`src/rtl/bcd_demux.sv`:
```
// Receive side of a multiplexed BCD display bus: filters the scanned digit/select pair and
// rebuilds the parallel BCD word. Optional macro BCD_DEMUX_RANGE_CHECK_EN rejects nibbles > 9.
module bcd_demux #(
  parameter int DISPLAYS_NUM      = 4,
  parameter int SETTLE_CLK_COUNT  = 3,
  parameter int TIMEOUT_CLK_COUNT = 64
) (
  input  logic                      i_clk,
  input  logic                      i_rst,
  input  logic [3:0]                i_bcd_muxed,
  input  logic [DISPLAYS_NUM-1:0]   i_bcd_sel,
  output logic [DISPLAYS_NUM*4-1:0] o_bcd_data,
  output logic                      o_frame_valid,
  output logic                      o_data_valid,
  output logic                      o_stale,
  output logic                      o_error
);

  localparam int N      = DISPLAYS_NUM;
  localparam int SW     = N + 4;
  localparam int STAB_W = $clog2(SETTLE_CLK_COUNT + 1);
  localparam int TO_W   = $clog2(TIMEOUT_CLK_COUNT);

  localparam logic [STAB_W-1:0] STAB_ONE = STAB_W'(1);
  localparam logic [STAB_W-1:0] STAB_MAX = STAB_W'(SETTLE_CLK_COUNT);
  localparam logic [TO_W-1:0]   TO_ONE   = TO_W'(1);
  localparam logic [TO_W-1:0]   TO_LAST  = TO_W'(TIMEOUT_CLK_COUNT - 1);
  localparam logic [N-1:0]      SEL_ONE  = N'(1);

  logic [SW-1:0]     sample_q, sample_d;
  logic [SW-1:0]     prev_q, prev_d;
  logic [STAB_W-1:0] stab_q, stab_d;
  logic              latch_q, latch_d;
  logic [N-1:0]      seen_q, seen_d;
  logic [N*4-1:0]    data_q, data_d;
  logic [TO_W-1:0]   to_q, to_d;
  logic              frame_q, frame_d;
  logic              valid_q, valid_d;
  logic              stale_q, stale_d;
  logic              error_q, error_d;

  logic [3:0]        smp_nib;
  logic [N-1:0]      smp_sel;
  logic              sel_zero;
  logic              sel_onehot;
  logic              changed;
  logic [STAB_W-1:0] held;
  logic              want_cap;
  logic              range_bad;
  logic              capture;
  logic [N-1:0]      seen_upd;
  logic              frame_done;
  logic              timeout_hit;
  logic              multi_err;

  assign smp_nib    = sample_q[SW-1 -: 4];
  assign smp_sel    = sample_q[N-1:0];
  assign sel_zero   = (smp_sel == '0);
  assign sel_onehot = !sel_zero && ((smp_sel & (smp_sel - SEL_ONE)) == '0);
  assign changed    = (sample_q != prev_q);

  // held counts how many consecutive edges the current sample has been present, including its first
  assign held = changed ? STAB_ONE : ((stab_q >= STAB_MAX) ? STAB_MAX : (stab_q + STAB_ONE));

  assign want_cap = sel_onehot && (held >= STAB_MAX) && !(latch_q && !changed);

`ifdef BCD_DEMUX_RANGE_CHECK_EN
  assign range_bad = (smp_nib > 4'd9);
`else
  assign range_bad = 1'b0;
`endif

  assign capture     = want_cap && !range_bad;
  assign seen_upd    = seen_q | smp_sel;
  assign frame_done  = capture && (&seen_upd);
  assign timeout_hit = !capture && (to_q == TO_LAST);
  assign multi_err   = !sel_zero && !sel_onehot && changed;

  assign sample_d = {i_bcd_muxed, i_bcd_sel};
  assign prev_d   = sample_q;
  assign stab_d   = sel_onehot ? held : '0;
  assign latch_d  = want_cap ? 1'b1 : ((sel_onehot && !changed) ? latch_q : 1'b0);

  // Digit k lives in nibble k, so sel bit 0 lands in the least significant nibble
  always_comb begin
    data_d = data_q;
    if (capture) begin
      for (int k = 0; k < N; k++) begin
        if (smp_sel[k]) data_d[4*k +: 4] = smp_nib;
      end
    end
  end

  always_comb begin
    seen_d = seen_q;
    if (capture) seen_d = frame_done ? '0 : seen_upd;
    else if (timeout_hit) seen_d = '0;
  end

  // The timeout counter parks at its last value so o_stale stays asserted until a capture
  assign to_d    = capture ? '0 : (timeout_hit ? to_q : (to_q + TO_ONE));
  assign stale_d = capture ? 1'b0 : (timeout_hit ? 1'b1 : stale_q);
  assign valid_d = frame_done ? 1'b1 : (timeout_hit ? 1'b0 : valid_q);
  assign frame_d = frame_done;
  assign error_d = multi_err || (want_cap && range_bad);

  always_ff @(posedge i_clk) begin
    if (i_rst) begin
      sample_q <= '0;
      prev_q   <= '0;
      stab_q   <= '0;
      latch_q  <= 1'b0;
      seen_q   <= '0;
      data_q   <= '0;
      to_q     <= '0;
      frame_q  <= 1'b0;
      valid_q  <= 1'b0;
      stale_q  <= 1'b0;
      error_q  <= 1'b0;
    end else begin
      sample_q <= sample_d;
      prev_q   <= prev_d;
      stab_q   <= stab_d;
      latch_q  <= latch_d;
      seen_q   <= seen_d;
      data_q   <= data_d;
      to_q     <= to_d;
      frame_q  <= frame_d;
      valid_q  <= valid_d;
      stale_q  <= stale_d;
      error_q  <= error_d;
    end
  end

  assign o_bcd_data    = data_q;
  assign o_frame_valid = frame_q;
  assign o_data_valid  = valid_q;
  assign o_stale       = stale_q;
  assign o_error       = error_q;

endmodule

```
`config.mk`:
```
export PLATFORM = sky130hd
export DESIGN_NAME = bcd_demux
export DESIGN_NICKNAME = d
export VERILOG_FILES = /design/src/rtl/bcd_demux.sv
export SDC_FILE = /design/constraint.sdc
export NUM_CORES = 1
export LEC_CHECK = 0
export ABC_AREA = 1
export CAP_MARGIN = 20
export CELL_PAD_IN_SITES_DETAIL_PLACEMENT = 0
export CELL_PAD_IN_SITES_GLOBAL_PLACEMENT = 1
export CORE_UTILIZATION = 41
export DETAILED_ROUTE_END_ITERATION = 6
export GPL_ROUTABILITY_DRIVEN = 0
export GPL_TIMING_DRIVEN = 0
export HOLD_SLACK_MARGIN = 0.08
export PLACE_DENSITY = 0.93
export SETUP_SLACK_MARGIN = 0.15
export SYNTH_ARGS = -nofsm -noshare
export SYNTH_HDL_FRONTEND = slang
export SYNTH_SLANG_ARGS = --single-unit
```
`constraint.sdc`:
```
create_clock -name i_clk -period 3.44 [get_ports i_clk]
set_clock_uncertainty 0.2 [all_clocks]
set_input_delay 0.688 -clock i_clk [delete_from_list [all_inputs] [get_ports i_clk]]
set_output_delay 0.688 -clock i_clk [all_outputs]
set_load 0.05 [all_outputs]
```
==> impl_results.md, run 1 <==
* RSZ-0062 raised after global routing: false
* Antenna Cells at 0
* Vias at ~1700
* Startpoint types: flop
* Critical path buffers and inverters at 1
* Final Max Tran Viols at 0
* Vias in the first global route at 1427
* Fin. Hold Viols at 0
* Critical path capture point type: primary output
* Critical Path RT at 2550 ps
* Synthesized instance count at 289
* Site Rows at 25
* Antenna violations before repair at 0
* Top-count cell post-synth: nand2_1
* Filler Cells Inserted at 477
* Share of layout cells above drive strength 1 at 5.83%
* Initial core utilization at 42.6%
* Chip Width at 72.1 µm
* Core area at 4720 µm²
* Largest net degree at the start of global routing at 15
* Post-synthesis sequential area ratio at 48.7%
* Cell taking the most area after synthesis: dfxtp_1
* Total die area at 5200 µm²
* Antenna viol nets, final at 0
* Area growth syn-to-layout at 22.7%
* Synth async-reset ratio at 0%
* Synth area leaders: dfxtp_1 (49%), nand2_1 (14%), nor2_1 (13%)
* Finish-stage setup viols at 0
* CTS tree: yes
* Root Driver: clkbuf_8
* Cts-stage hold buffer count at 0
* Crit-path slowest cell: clkdlybuf4s50_1
* Mapped Nets at 300
* Final nets at 336
* Non-filler cells in the finished layout at 393
* Mux cell area share after synthesis at 0%
* Max stage delay on crit path at 800 ps
* Slew @ Worst Pin at roughly 490 ps
* P per Cell Area at 397 nW/µm²
* Worst Path Class, Setup: flop to primary output
* Global-route wire length before repair at a little over 6000 µm
* Placed insts at 385
* Pre-antenna DRT Iters at 4
* Levels on crit path at 1
* Boundary Pins at 30
* Avg Inst Size Synth at 6.97 µm²
* CP max FO at 2
* Setup TNS after final layout at 0 ps
* Hold Crit Class: flop to flop
* Min cycle time layout at around 2300 ps
* Adder-cell area share of the yosys netlist at less than 1%
* Port bufs at 29
* GRT overflow at 0
* Synth Area in XOR/XNOR at 0.435%
* Worst VDD drop at 0.000292 V
* H-tree Lvls at 2
* FMAX at 0.428 GHz
* Mapped cell area at 2010 µm²
* R2R depth at 10
* Max Cap Viol at 0
* Post-Synth Simple-Gate Area at 36.0%
* Crit path DAT at roughly 1500 ps
* Most common library cells after synthesis: nand2_1 (74), nor2_1 (70), dfxtp_1 (49)
* Post-cts resize count at 0
* CTS sink count at 49
* Drt drc at 0
* Relative slew margins at between 60% and 70%
* CP top delay family: buffers and inverters
* Drt wl/cell at 9.09 µm
* Status: completed
* Distinct cells, synth at 24
* Leak Pwr at 1.17 nW
* Hold path depth at 2
* Bufs on Longest Clock Path at 2
* Dpl hpwl at between 2000 and 3000 µm
* DR vias/cell at 4.32
* Final worst path period share at 67.9%
* CP Cell Sequence: clkdlybuf4s50_1
* DR iter-0 viols at 59
* Synth Area in Compound Gates at between 3 and 4%
* Clock-pin slew on the worst setup and hold paths at 90 ps
* Die H at 72.1 µm
* Largest family of logic cells by synthesized area: simple AND/OR/NAND/NOR gates
* Number of synthesized flops with an enable pin at 0
* Cts bufs inserted at 5
* Worst skew pair latency at a little under 300 ps
* Final wirelength at ~3600 µm
* Syn. warnings at 0
* Synth Flop Type: dfxtp_1
* Top-area cell type share of the netlist area at between 40% and 50%
* Postcts setup bufs at 0
* Overall global routing resource usage at 14.7%
* Synthesized flop and latch total at 49
==> kinds of logic after synthesis <==
group | after synthesis
and+or+nand+nor | 170
buffers and inverters | 55
DFF | 49
AOI/OAI and AO/OA | 13
xor gates and xnor gates | 1
adders and majority gates | 1
==> power by group <==
| group | internal [W] | switching (W) | leakage, nW |
|---|---|---|---|
| clock | 0.000141 | 0.000178 | 0.0450 |
| sequential | 0.000580 | 0.0000153 | 0.399 |
| combinational | 0.0000288 | 0.0000378 | 0.724 |
| total | 0.000750 | 0.000231 | 1.17 |
==> path summary, 6_finish.rpt <==
check	end	slack, ps	startpoint
max	o_bcd_data[11]	1110	o_bcd_data[11]
min	latch_q	260	latch_q
max reg2reg	to_q[2]	1540	prev_d[3]
min reg2reg	latch_q	260	latch_q
==> flip-flops by register name, indices dropped and copies added (netlist names) <==
register / cells
latch_q: 1
o_frame_valid: 1
prev_d: 8
o_bcd_data: 16
prev_q: 8
seen_q: 4
o_error: 1
stab_q: 2
to_q: 6
o_stale: 1
o_data_valid: 1
==> metal layers <==
metal / track usage, % / vias to the layer above / part of all wire [%]
li1: - / 931 / -
met1: 19.8 / 744 / 52
met2: 23.6 / 22 / 45
met3: 3.75 / 2 / 2.4
met4: 3.92 / 0 / 0.53
met5: 0 / - / 0
==> metrics by stage <==
stage,area (µm²),setup WS [ps],util [%],hold slack [ps],total power (W)
after floorplan,2010,1810,-,228,0.000651
after global placement,2390,1020,50.6,241,0.000675
after detailed placement,2390,1010,50.6,248,0.000676
after CTS,2470,1090,52.3,262,0.000995
after global routing,2470,1050,52.3,309,0.00103
final,2470,1110,52.3,259,0.000982
==> worst register-to-register path: stages, from the launching register on <==
cell and delay (ps):
dfxtp_1 490, inv_2 90, nand2_1 60, nand2_1 40
nor2_1 110, nand2_1 80, nor2_2 150, buf_6 180
nand2_2 140, nand2_1 200, nor2_1 60
==> area by class of cell <==
type                            instances  area, µm²  share of cell area (%)
Tap cell                               67       83.8                    3.39
Clock buffer                            6       72.6                    2.94
Sequential cell                        49        981                    39.7
Inverter                               50        188                    7.59
Clock inverter                          2       10.0                   0.405
Buffer                                  5       26.3                    1.06
Multi-Input combinational cell        185        820                    33.2
Timing Repair Buffer                   29        290                    11.7
==> cells in the final DEF, fill, tap and decap left out <==
master / instances
a21oi_1: 6
buf_1: 1
buf_6: 1
clkbuf_1: 4
clkbuf_8: 5
clkdlybuf4s50_1: 29
clkinv_2: 2
dfxtp_1: 49
ha_1: 1
inv_1: 48
inv_2: 2
nand2_1: 74
nand2_2: 1
nand3_1: 15
nand3_2: 1
nand3_4: 3
nand4_1: 1
nor2_1: 70
nor2_2: 1
nor2_4: 1
nor3_1: 1
o211ai_1: 1
o21ai_0: 4
o22ai_1: 1
o311ai_1: 1
or2_2: 2
xnor2_1: 1
Note: power is estimated with default switching activity, not from simulation.
==> inputs of run 2 (changes only) <==
--- a/config.mk
+++ b/config.mk
@@ -9,12 +9,12 @@
 export CAP_MARGIN = 20
 export CELL_PAD_IN_SITES_DETAIL_PLACEMENT = 0
 export CELL_PAD_IN_SITES_GLOBAL_PLACEMENT = 1
-export CORE_UTILIZATION = 41
+export CORE_UTILIZATION = 34
 export DETAILED_ROUTE_END_ITERATION = 6
 export GPL_ROUTABILITY_DRIVEN = 0
 export GPL_TIMING_DRIVEN = 0
 export HOLD_SLACK_MARGIN = 0.08
-export PLACE_DENSITY = 0.93
+export PLACE_DENSITY = 0.83
 export SETUP_SLACK_MARGIN = 0.15
 export SYNTH_ARGS = -nofsm -noshare
 export SYNTH_HDL_FRONTEND = slang
==> constraint.sdc (replaced) <==
create_clock -name i_clk -period 1.9 [get_ports i_clk]
set_clock_uncertainty 0.2 [all_clocks]
set_input_delay 0.38 -clock i_clk [delete_from_list [all_inputs] [get_ports i_clk]]
set_output_delay 0.38 -clock i_clk [all_outputs]
set_load 0.05 [all_outputs]
==> run 2 against run 1 <==
  * Via count up 3.8%
  * Clock-buffer cell count up 1
  * Critical path depth did not move
  * Utilization decreased by 5.0 points
  * Cell area rose by 7.4%
  * Routed wire length up 12%
  * Worst hold slack got worse by 4.2 ps
  * Clock power rose by 90%
  * Die area is 20% higher
==> impl_results.md, run 2 (same netlist as run 1, synthesis figures left out) <==
* Fin. Hold Viols at 0 (unchanged)
* Site Rows at 27 (was 25)
* Final worst path period share at around nine tenths
* Worst Path Class, Setup: flop to primary output (unchanged)
* Startpoint types: flop (unchanged)
* Area growth syn-to-layout at 31.7% (was 22.7%)
* Hold Crit Class: flop to flop (unchanged)
* Pre-antenna DRT Iters at 4 (unchanged)
* P per Cell Area at 694 nW/µm² (was 397 nW/µm²)
* Antenna viol nets, final at 0 (unchanged)
* GRT overflow at 0 (unchanged)
* Root Driver: clkbuf_8 (unchanged)
* Clock-pin slew on the worst setup and hold paths at 80 ps (was 90 ps)
* Slew @ Worst Pin at 506 ps (was 494 ps)
* Critical path capture point type: primary output (unchanged)
* Clock share of power at 32.9% (was 32.5%)
* Comb pwr share at 9.2% (was 6.8%)
* Setup TNS after final layout at 0 ps (unchanged)
* Core area at 5610 µm² (was 4720 µm²)
* Antenna Cells at 0 (unchanged)
* Final Max Tran Viols at 0 (unchanged)
* CTS sink count at 49 (unchanged)
* Max stage delay on crit path at 490 ps (was 800 ps)
* Sw Ratio at 23.2% (was 23.6%)
* Max Cap Viol at 0 (unchanged)
* Share of layout cells above drive strength 1 at 21.8% (was 5.83%)
* Chip Width at 79.0 µm (was 72.1 µm)
* Largest net degree at the start of global routing at 14 (was 15)
* Internal cell power at 0.00141 W (was 0.000750 W)
* Initial core utilization at 35.9% (was 42.6%)
* Min Hold Slack at 255 ps (was 259 ps)
* Most frequent cells in the layout: nor2_1 (68), nand2_1 (65), inv_1 (45) (was nand2_1 (74), nor2_1 (70), dfxtp_1 (49))
* Min cycle time layout at 1710 ps
* CP max FO at 2 (unchanged)
* Vias at 1764 (was 1699)
* Crit-path slowest cell: clkdlybuf4s15_1 (was clkdlybuf4s50_1)
* Vias in the first global route at 1514 (was 1427)
* Worst skew pair latency at 300 ps (was 290 ps)
* Boundary Pins at 30 (unchanged)
* Global-route wire length before repair at 6800 µm (was 6100 µm)
* Status: completed (unchanged)
* Switching power at 0.000427 W (was 0.000231 W)
* Drt wl/cell at 9.75 µm (was 9.09 µm)
* Largest register FFs at 16 (unchanged)
* CTS tree: yes (unchanged)
* Leak Pwr at 1.30 nW (was 1.17 nW)
* Final setup margin at 194 ps (was 1110 ps)
* DR vias/cell at 4.28 (was 4.32)
* Util after Layout at 47.3% (was 52.3%)
* Leading cell type in the layout, fill and taps excluded: nor2_1 (was nand2_1)
* Port bufs at 29 (unchanged)
* Drt drc at 0 (unchanged)
* RSZ-0062 raised after global routing: true (was false)
* Overall global routing resource usage at 14.0% (was 14.7%)
* Share of power burned in registers at 57.9% (was 60.7%)
* Relative slew margins at 66.3% (was 67.0%)
* Die H at 79.0 µm (was 72.1 µm)
* Area after DPL at 2390 µm² (about the same)
* Cts bufs inserted at 5 (unchanged)
* CP Cell Sequence: clkdlybuf4s15_1 (was clkdlybuf4s50_1)
* Pre-CTS WS at -246 ps (was 1010 ps)
* DR iter-0 viols at 71 (was 59)
* CP top delay family: buffers and inverters (unchanged)
* Finish-stage setup viols at 0 (unchanged)
* Critical Path RT at 1320 ps (was 2550 ps)
* Post-route design area at 2650 µm² (was 2470 µm²)
* Dpl hpwl at 2680 µm (was 2610 µm)
* FMAX at 0.586 GHz
* Bufs on Longest Clock Path at 2 (unchanged)
* Crit path DAT at 1130 ps (was 1450 ps)
* Final wirelength at 4020 µm (was 3570 µm)
* Critical path buffers and inverters at 1 (unchanged)
* Total die area at 6240 µm² (was 5200 µm²)
* Antenna violations before repair at 0 (unchanged)
* Worst VDD drop at 0.000231 V (was 0.000292 V)
* Final nets at 351 (was 336)
* H-tree Lvls at 2 (unchanged)
run 2: final cells by class:
| cell class | instances | area [µm²] |
|---|---|---|
| Sequential cell | 49 | 1010 |
| Inverter | 50 | 188 |
| Timing Repair Buffer | 44 | 372 |
| Tap cell | 72 | 90.1 |
| Buffer | 5 | 33.8 |
| Fill cell | 596 | 2950 |
| Multi-Input combinational cell | 185 | 873 |
| Clock buffer | 7 | 86.3 |
run 2: tightest hold or removal path, stage by stage (launching register included):
cell	delay, ps
dfxtp_1	300
inv_1	60
a21oi_1	60
run 2: worst paths after layout:
kind	from	to	slack (ps)	cells after the start
worst min-delay path	latch_q	latch_q	260	2
worst max register to register	prev_d[2]	o_bcd_data[4]	270	11
worst min register to register	latch_q	latch_q	260	2
worst max-delay path	o_bcd_data[13]	o_bcd_data[13]	190	1
run 2: through the flow:
step                power (W)  std cells
finish                0.00184        412
global route          0.00194        412
CTS                   0.00183        398
detailed placement    0.00122        390
global placement      0.00122        390
floorplan             0.00118        289
run 2: repair_timing:
action / 4_1_cts / 5_1_grt
hold buffers: 0 / 0
pin swaps: 1 / 12
setup endpoints to repair: 58 / 57
resized for setup: 41 / 54
cloned: 0 / 1
setup buffers: 1 / 13
endpoints found under the hold margin: 0 / 0
run 2: power groups by stage:
| stage | registers, W | logic, W | clock network (W) |
|---|---|---|---|
| 6_report | 0.00107 | 0.000170 | 0.000606 |
| 3_3_place_gp | 0.00110 | 0.000120 | 0 |
| 5_1_grt | 0.00107 | 0.000193 | 0.000679 |
| 2_1_floorplan | 0.00110 | 0.0000808 | 0 |
| 3_5_place_dp | 0.00110 | 0.000122 | 0 |
| 4_1_cts | 0.00108 | 0.000123 | 0.000631 |
run 2: layer usage:
metal  routed length, µm  global-route usage (%)
met3                 133                    3.79
met5                   0                       0
met2                1900                    22.5
met4                  80                    5.45
met1                1900                    17.7
==> inputs of run 3 (changes only) <==
--- a/config.mk
+++ b/config.mk
@@ -6,7 +6,7 @@
 export NUM_CORES = 1
 export LEC_CHECK = 0
 export ABC_AREA = 1
-export CAP_MARGIN = 20
+export CAP_MARGIN = 5
 export CELL_PAD_IN_SITES_DETAIL_PLACEMENT = 0
 export CELL_PAD_IN_SITES_GLOBAL_PLACEMENT = 1
 export CORE_UTILIZATION = 34
@@ -19,3 +19,4 @@
 export SYNTH_ARGS = -nofsm -noshare
 export SYNTH_HDL_FRONTEND = slang
 export SYNTH_SLANG_ARGS = --single-unit
+export TNS_END_PERCENT = 1
==> run 3 against run 2 <==
  * First-iteration DRC count up 17%
  * Utilization down 0.94 points
  * Via count down 2.6%
  * Maximum frequency down 1.6%
  * Routed wire length down 4.0%
  * Largest cell class unchanged
==> impl_results.md, run 3 (same netlist as run 1, synthesis figures left out) <==
* R2R depth at 10 (was 11)
* Hold Crit Class: flop to flop (unchanged)
* Root Driver: clkbuf_8 (unchanged)
* Final setup margin at 165 ps (was 194 ps)
* Sequential cell area at 1010 µm² (unchanged)
* Drt wl/cell at 9.50 µm (was 9.75 µm)
* Overall global routing resource usage at 14.0% (about the same)
* Crit path launch: o_bcd_data[2] (was o_bcd_data[13])
* Pre-antenna DRT Iters at 4 (unchanged)
* Fin. Hold Viols at 0 (unchanged)
* Critical path capture point type: primary output (unchanged)
* Leading cell type in the layout, fill and taps excluded: nand2_1 (was nor2_1)
* Share of layout cells above drive strength 1 at 12.6% (was 21.8%)
* Internal cell power at 0.00140 W (was 0.00141 W)
* Final Max Tran Viols at 0 (unchanged)
* Vias in the first global route at 1512 (was 1514)
* CTS sink count at 49 (unchanged)
* Critical Path Sink: o_bcd_data[2] (was o_bcd_data[13])
* H-tree Lvls at 2 (unchanged)
* Sw Ratio at 22.8% (was 23.2%)
* Global-route wire length before repair at 6790 µm (was 6800 µm)
* Share of power burned in registers at 59.0% (was 57.9%)
* Clock share of power at 33.2% (was 32.9%)
* Largest net degree at the start of global routing at 14 (unchanged)
* P per Cell Area at 697 nW/µm² (was 694 nW/µm²)
* DR vias/cell at 4.23 (was 4.28)
* Leak Pwr at 1.30 nW (about the same)
* Slew @ Worst Pin at 486 ps (was 506 ps)
* Boundary Pins at 30 (unchanged)
* Worst VDD drop at 0.000227 V (was 0.000231 V)
* Cts bufs inserted at 5 (unchanged)
* Port bufs at 29 (unchanged)
* Min cycle time layout at 1730 ps (was 1710 ps)
* Die H at 79.0 µm (unchanged)
* Chip Width at 79.0 µm (unchanged)
* Startpoint types: flop (unchanged)
* RSZ-0062 raised after global routing: true (unchanged)
* Status: completed (unchanged)
* Initial core utilization at 35.9% (unchanged)
* CTS tree: yes (unchanged)
* Area of the multi-input gates at 842 µm² (was 873 µm²)
* Vias at 1719 (was 1764)
* Crit-path slowest cell: dlygate4sd2_1 (was clkdlybuf4s15_1)
* Final nets at 345 (was 351)
* Reg2reg start: prev_d[0] (was prev_d[2])
* Bufs on Longest Clock Path at 2 (unchanged)
* Drt drc at 0 (unchanged)
* Most frequent cells in the layout: nand2_1 (72), nor2_1 (69), inv_1 (48) (was nor2_1 (68), nand2_1 (65), inv_1 (45))
* Crit path DAT at 1150 ps (was 1130 ps)
* Placed insts at 390 (unchanged)
* R2r setup slk at 240 ps (was 270 ps)
* Final wirelength at 3860 µm (was 4020 µm)
* CP top delay family: buffers and inverters (unchanged)
* Site Rows at 27 (unchanged)
* Setup TNS after final layout at 0 ps (unchanged)
* Util after Layout at 46.4% (was 47.3%)
* Area growth syn-to-layout at 29.1% (was 31.7%)
* Switching power at 0.000414 W (was 0.000427 W)
* Min Hold Slack at 256 ps (was 255 ps)
* Finish-stage setup viols at 0 (unchanged)
* Relative slew margins at 67.7% (was 66.3%)
* Total die area at 6240 µm² (unchanged)
* Comb pwr share at 7.9% (was 9.2%)
* CP Cell Sequence: dlygate4sd2_1 (was clkdlybuf4s15_1)
* Max stage delay on crit path at 530 ps (was 490 ps)
* Non-filler cells in the finished layout at 406 (was 412)
* Filler Cells Inserted at 607 (was 596)
* Worst Path Class, Setup: flop to primary output (unchanged)
* Antenna Cells at 0 (unchanged)
* Antenna violations before repair at 0 (unchanged)
* Pre-CTS WS at -246 ps (unchanged)
* Dpl hpwl at 2680 µm (unchanged)
* Clock-pin slew on the worst setup and hold paths at 80 ps (about the same)
* FMAX at 0.577 GHz (was 0.586 GHz)
* DR iter-0 viols at 83 (was 71)
* CP max FO at 2 (unchanged)
* GRT overflow at 0 (unchanged)
* Core area at 5610 µm² (unchanged)
* Reg-to-reg endpoint: o_bcd_data[13] (was o_bcd_data[4])
* Largest register FFs at 16 (unchanged)
* Critical path buffers and inverters at 1 (unchanged)
* Antenna viol nets, final at 0 (unchanged)
* Final worst path period share at 91.3% (was 89.8%)
* Levels on crit path at 1 (unchanged)
* Critical Path RT at 1320 ps (about the same)
* Max Cap Viol at 0 (unchanged)
* Worst skew pair latency at 300 ps (about the same)
[run 3: final cells by class]
class,instances,share of cell area (%)
inverter,50,7.22
timing repair buffer,38,13.7
sequential,49,38.9
multi-input combinational,185,32.4
clock buffer,7,3.32
buffer,5,1.06
tap,72,3.46
[run 3: repair_timing]
| item | 4_1_cts | 5_1_grt |
|---|---|---|
| hold endpoints to repair | 0 | 0 |
| hold buffers | 0 | 0 |
| resized for setup | 48 | 6 |
| setup endpoints to repair | 58 | 55 |
| buffers inserted | 0 | 8 |
| gates cloned | 0 | 1 |
| pin swaps | 1 | 4 |
[run 3: stage by stage]
stage                     power [W]  instance area [µm²]
final                       0.00181                 2600
after floorplan             0.00118                 2010
after CTS                   0.00183                 2510
after global placement      0.00122                 2390
after detailed placement    0.00122                 2390
after global routing        0.00191                 2600
[run 3: worst min-delay path by stage]
stage | cells past startpoint | startpoint | end | slack [ps]
floorplan | 2 | latch_q | latch_q | 230
global placement | 2 | latch_q | latch_q | 240
detailed placement | 2 | latch_q | latch_q | 240
CTS | 2 | latch_q | latch_q | 260
global route | 2 | stab_q[0] | stab_q[1] | 290
finish | 2 | latch_q | latch_q | 260
[run 3: layer usage]
layer | track usage [%] | vias up | share of wire, %
met4 | 5.45 | 0 | 1.8
li1 | - | 943 | -
met2 | 22.7 | 26 | 47
met1 | 17.6 | 743 | 48
met5 | 0 | - | 0
met3 | 3.79 | 7 | 3.2
[run 3: power by group through the flow]
stage	logic [W]	clock network [W]	registers (W)
after floorplan	0.0000808	0	0.00110
after global placement	0.000120	0	0.00110
after detailed placement	0.000122	0	0.00110
after CTS	0.000124	0.000630	0.00108
after global routing	0.000166	0.000677	0.00107
final	0.000143	0.000602	0.00107
